[config.mk]
export PLATFORM = sky130hd
export DESIGN_NAME = rr_arbiter
export DESIGN_NICKNAME = d
export VERILOG_FILES = /design/src/rtl/rr_arbiter.sv
export SDC_FILE = /design/constraint.sdc
export NUM_CORES = 1
export LEC_CHECK = 0
export CORE_MARGIN = 2
export CORE_UTILIZATION = 45
export CTS_CLUSTER_SIZE = 40
export DETAILED_ROUTE_END_ITERATION = 10
export PLACE_DENSITY = 0.69
export SLEW_MARGIN = 20
export SYNTH_ARGS = -nofsm -noshare
export SYNTH_HDL_FRONTEND = slang
export SYNTH_SLANG_ARGS = --single-unit
[constraint.sdc]
create_clock -name clk -period 1.9 [get_ports clk]
set_input_delay 0.57 -clock clk [delete_from_list [all_inputs] [get_ports clk]]
set_output_delay 0.57 -clock clk [all_outputs]
set_load 0.1 [all_outputs]
[src/rtl/rr_arbiter.sv]
// Four-way round-robin arbiter with a bounded hold time and a one-cycle dead gap
// between grants. Every output is a flop, so there is no combinational path from req.
module rr_arbiter #(
    parameter int MAX_HOLD = 16
) (
    input  logic       clk,
    input  logic       rst,
    input  logic [3:0] req,
    output logic [3:0] gnt,
    output logic [1:0] gnt_id,
    output logic       busy,
    output logic       preempt
);

    typedef enum logic [1:0] {
        S_IDLE  = 2'd0,
        S_GRANT = 2'd1,
        S_GAP   = 2'd2
    } state_t;

    localparam logic [7:0] HOLD_LAST = 8'(MAX_HOLD - 1);

    state_t     state_q, state_d;
    logic [1:0] ptr_q, ptr_d;
    logic [1:0] id_q, id_d;
    logic [7:0] hold_cnt_q, hold_cnt_d;
    logic [3:0] gnt_q, gnt_d;
    logic [1:0] gnt_id_q, gnt_id_d;
    logic       busy_q, busy_d;
    logic       preempt_q, preempt_d;
    logic       timeout;
    logic [1:0] winner;

    // First requester found when scanning upward from p, wrapping modulo 4.
    function automatic logic [1:0] pick(input logic [3:0] r, input logic [1:0] p);
        logic [1:0] w;
        logic [1:0] idx;
        w = p;
        for (int k = 3; k >= 0; k--) begin
            idx = p + 2'(k);
            if (r[idx]) w = idx;
        end
        return w;
    endfunction

    // In GAP the pointer was already advanced at the GRANT->GAP edge.
    assign winner = pick(req, ptr_q);

    always_comb begin
        state_d    = state_q;
        ptr_d      = ptr_q;
        id_d       = id_q;
        hold_cnt_d = hold_cnt_q;
        timeout    = 1'b0;
        case (state_q)
            S_IDLE, S_GAP: begin
                if (|req) begin
                    state_d    = S_GRANT;
                    id_d       = winner;
                    hold_cnt_d = 8'd0;
                end else begin
                    state_d = S_IDLE;
                end
            end
            S_GRANT: begin
                hold_cnt_d = hold_cnt_q + 8'd1;
                timeout    = (hold_cnt_q == HOLD_LAST);
                if (!req[id_q] || timeout) begin
                    state_d = S_GAP;
                    ptr_d   = id_q + 2'd1;
                end
            end
            default: begin
                state_d    = S_IDLE;
                id_d       = 2'd0;
                hold_cnt_d = 8'd0;
            end
        endcase

        // Outputs are precomputed from the next state and registered alongside it.
        gnt_d     = (state_d == S_GRANT) ? (4'b0001 << id_d) : 4'b0000;
        busy_d    = (state_d == S_GRANT);
        gnt_id_d  = id_d;
        preempt_d = (state_d == S_GAP) && timeout;
    end

    always_ff @(posedge clk or posedge rst) begin
        if (rst) begin
            state_q    <= S_IDLE;
            ptr_q      <= 2'd0;
            id_q       <= 2'd0;
            hold_cnt_q <= 8'd0;
            gnt_q      <= 4'b0000;
            gnt_id_q   <= 2'd0;
            busy_q     <= 1'b0;
            preempt_q  <= 1'b0;
        end else begin
            state_q    <= state_d;
            ptr_q      <= ptr_d;
            id_q       <= id_d;
            hold_cnt_q <= hold_cnt_d;
            gnt_q      <= gnt_d;
            gnt_id_q   <= gnt_id_d;
            busy_q     <= busy_d;
            preempt_q  <= preempt_d;
        end
    end

    assign gnt     = gnt_q;
    assign gnt_id  = gnt_id_q;
    assign busy    = busy_q;
    assign preempt = preempt_q;

endmodule

==> run metrics <==
status=complete, no violations; Pleak=about 0.00066 uW; Slew @ Worst Pin=a little over 0.3 ns; RePlAce Congestion=around 0.75; Overall Global Routing Usage=0.197; DRT antenna net count=0; internal power=1370 uW; Clock power frac=0.139; Core Util, Final=0.694; Setup-failing EPs final=0; vias in the first global route=slightly below 900; Tot Pwr=2510 uW; Seq pwr share=0.293; Fin Hold WS=0.499 ns; Initial Util=0.489; Critical R2R Capture=gnt[0]$_DFF_PP0_; clock insertion delay at the later pin of the skew report=0.30 ns; worst reg2reg startpoint=hold_cnt_q[4]$_DFFE_PP0P_; Net Sw Frac=0.454; Max H-tree Level=1; CTS tree=yes; Final Net Count=about 130; Tightest Hold Check Type=flop to flop; Rel. slew slack=0.799; first-pass GRT wire length=~3800 um; wire per inst=approximately 15 um; setup TNS=0 ns; hold path startpoint=hold_cnt_q[7]$_DFFE_PP0P_; CP Buf/Inv Count=1; final hold violation count=0; combinational power share=0.568; R2R depth=4; Num CTS Buffers=3; Setup Fix Bufs, Post-CTS=0; Arr. time, crit path=around 2 ns; Max Cap Viol=0; Tmin final=1.81 ns; Port Buffers=13; CP Data Required Time=2.10 ns; Max Slew Vio Count=0; clock root cell=clkbuf_4; Clock Skews=approximately 0.0014 ns; Reg clk slew, reported paths=approximately 0.12 ns; yosys warns=0; Largest delay share family, worst path=compound AO/OA/AOI/OAI gates; DR iter-0 viols=24; ratio of total power to cell area=around 1800 mW/mm^2; Mapped Cells=91; DR vias=839; peak supply drop=approximately 1200 uV; Final Cycle Share=0.951; final std cells w/o fill=about 150; slowest CP cell=a2111o_1; Sw Pwr=approximately 1100 uW; pin count of the biggest net entering global routing=21; crit path cell chain=dlygate4sd2_1 -> and2b_1 -> o22ai_1 -> a2111o_1 -> and4b_1; drt drc=0; Max Root-Sink Buffers=2; Yosys reg bits=20; drt total wl=2170 um; RSZ-0062 raised after global routing=false; Via-to-Cell Ratio=~5.8; Die Area=around 0.0026 mm^2; core area=~0.0020 mm^2; end of the worst hold path=hold_cnt_q[7]$_DFFE_PP0P_; Syn-to-layout area delta=41.9%; DR pass1 iterations=4; global route overflow=0; critical-path maximum fanout=7; Synth cell types=39; hold_buf cts=0; placed wire-length estimate=approximately 1500 um; syn_nets=98; CP peak stage delay=0.52 ns; die width=around 51 um; num rows=16; Cells after DPL=141; register area share after synthesis=0.512; clock sink total=20; syn avg cell area=~11 um^2; hold path depth=1; Worst Path Class, Setup=input pin to flop; f_max=554 MHz; Critical Path Source Type=input pin; # diodes=0; layout cells sized above 1=0.347; Die H=around 51 um; # IOs=14; flop-to-flop setup slack=~0.2 ns; initial antenna violation count=0; Post-Syn Area=a little under 0.001 mm^2; CP Capture Type=flop
how the worst max path moves through the flow:
stage                              startpoint                    to  slack (ns)  cells past startpoint
after detailed placement               req[0]      gnt[2]$_DFF_PP0_       -0.42                      6
after CTS                              req[3]      gnt[0]$_DFF_PP0_        0.01                      5
after global placement                 req[1]      gnt[2]$_DFF_PP0_       -0.43                      6
after floorplan           gnt_id[0]$_DFF_PP0_  ptr_q[1]$_DFFE_PP0P_        0.02                      4
after global routing                   req[1]      gnt[0]$_DFF_PP0_        0.04                      5
final                                  req[1]      gnt[0]$_DFF_PP0_        0.09                      5
cells in the final DEF (no fill, tap or decap), types with 3 or more instances in the layout:
cell type,instances
nor2_1,4
dfrtp_1,18
nor2b_1,3
buf_12,8
a21oi_1,4
buf_4,11
inv_1,5
nand2_1,7
clkbuf_4,3
o21ai_0,8
cell families after synthesis:
family          count (synthesis)  synth area share
simple gates                   30             0.178
mux                             3            0.0486
fa+ha+maj                       1            0.0128
flops                          20             0.512
buf+inv                         7            0.0281
xor+xnor                        2            0.0179
compound gates                 28             0.203
per-layer routing:
layer	GRT usage	vias up	share of wire
met1	0.233	434	0.42
met2	0.342	16	0.54
met4	0.0721	0	0.0046
li1	-	387	-
met5	0	-	0
met3	0.0536	2	0.036
per-stage QoR:
| step | cell area (um^2) | setup WS [ns] |
|---|---|---|
| after global routing | 1390 | 0.0428 |
| final | 1390 | 0.0940 |
| after detailed placement | 1300 | -0.423 |
| after global placement | 1300 | -0.427 |
| after CTS | 1370 | 0.0131 |
| after floorplan | 981 | 0.0219 |
sequential cells by signal, summed over array words and instances (netlist names):
name and flops:
hold_cnt_q 8, state_q 2, busy 1, gnt 4, ptr_q 2, gnt_id 2, preempt 1
cell type report:
| class | count | area (um^2) |
|---|---|---|
| clock buffers | 3 | 22.5 |
| clock inverters | 1 | 30.0 |
| fillers | 160 | 613 |
| inverters | 6 | 23.8 |
| multi-input cells | 64 | 480 |
| flip-flops and latches | 20 | 503 |
| well taps | 27 | 33.8 |
| repair buffers | 24 | 295 |
repair_timing:
| item | in CTS | in global routing |
|---|---|---|
| resized for setup | 4 | 5 |
| setup endpoints to repair | 4 | 5 |
| pin swaps | 0 | 1 |
Yosys cell counts (all sizes together):
| master | n | share of area |
|---|---|---|
| inv | 5 | 0.019 |
| mux4 | 1 | 0.023 |
| o31ai | 1 | 0.0077 |
| a211o | 1 | 0.0090 |
| o22ai | 1 | 0.0064 |
| and2 | 1 | 0.0077 |
| and2b | 1 | 0.0077 |
| clkinv | 1 | 0.0051 |
| nand2 | 9 | 0.037 |
| nand2b | 1 | 0.0064 |
| a21boi | 1 | 0.0077 |
| a211oi | 3 | 0.028 |
| a22o | 1 | 0.0090 |
| o21ai | 10 | 0.059 |
| or4 | 2 | 0.023 |
| a32oi | 1 | 0.0090 |
| a2111o | 1 | 0.012 |
| o41ai | 1 | 0.0090 |
| a41oi | 1 | 0.0090 |
| nor4 | 1 | 0.0064 |
| nor2 | 5 | 0.022 |
| o21bai | 1 | 0.0077 |
| mux2 | 1 | 0.015 |
| o22a | 1 | 0.010 |
| nor2b | 3 | 0.019 |
| clkbuf | 1 | 0.0038 |
| ha | 1 | 0.013 |
| and3 | 2 | 0.013 |
| nand3 | 2 | 0.010 |
| nor3 | 1 | 0.0051 |
| dfrtp | 20 | 0.51 |
| and4b | 2 | 0.020 |
| xor2 | 2 | 0.018 |
| mux2i | 1 | 0.010 |
| a21oi | 4 | 0.020 |
power by group through the flow:
stage          registers [uW]  clock network, uW  logic, uW
2_1_floorplan            1110                  0        463
3_3_place_gp              731                  0       1370
3_5_place_dp              738                  0       1400
4_1_cts                   734                356       1410
5_1_grt                   751                377       1530
6_report                  736                349       1430
(Power assumes the default switching activity.)
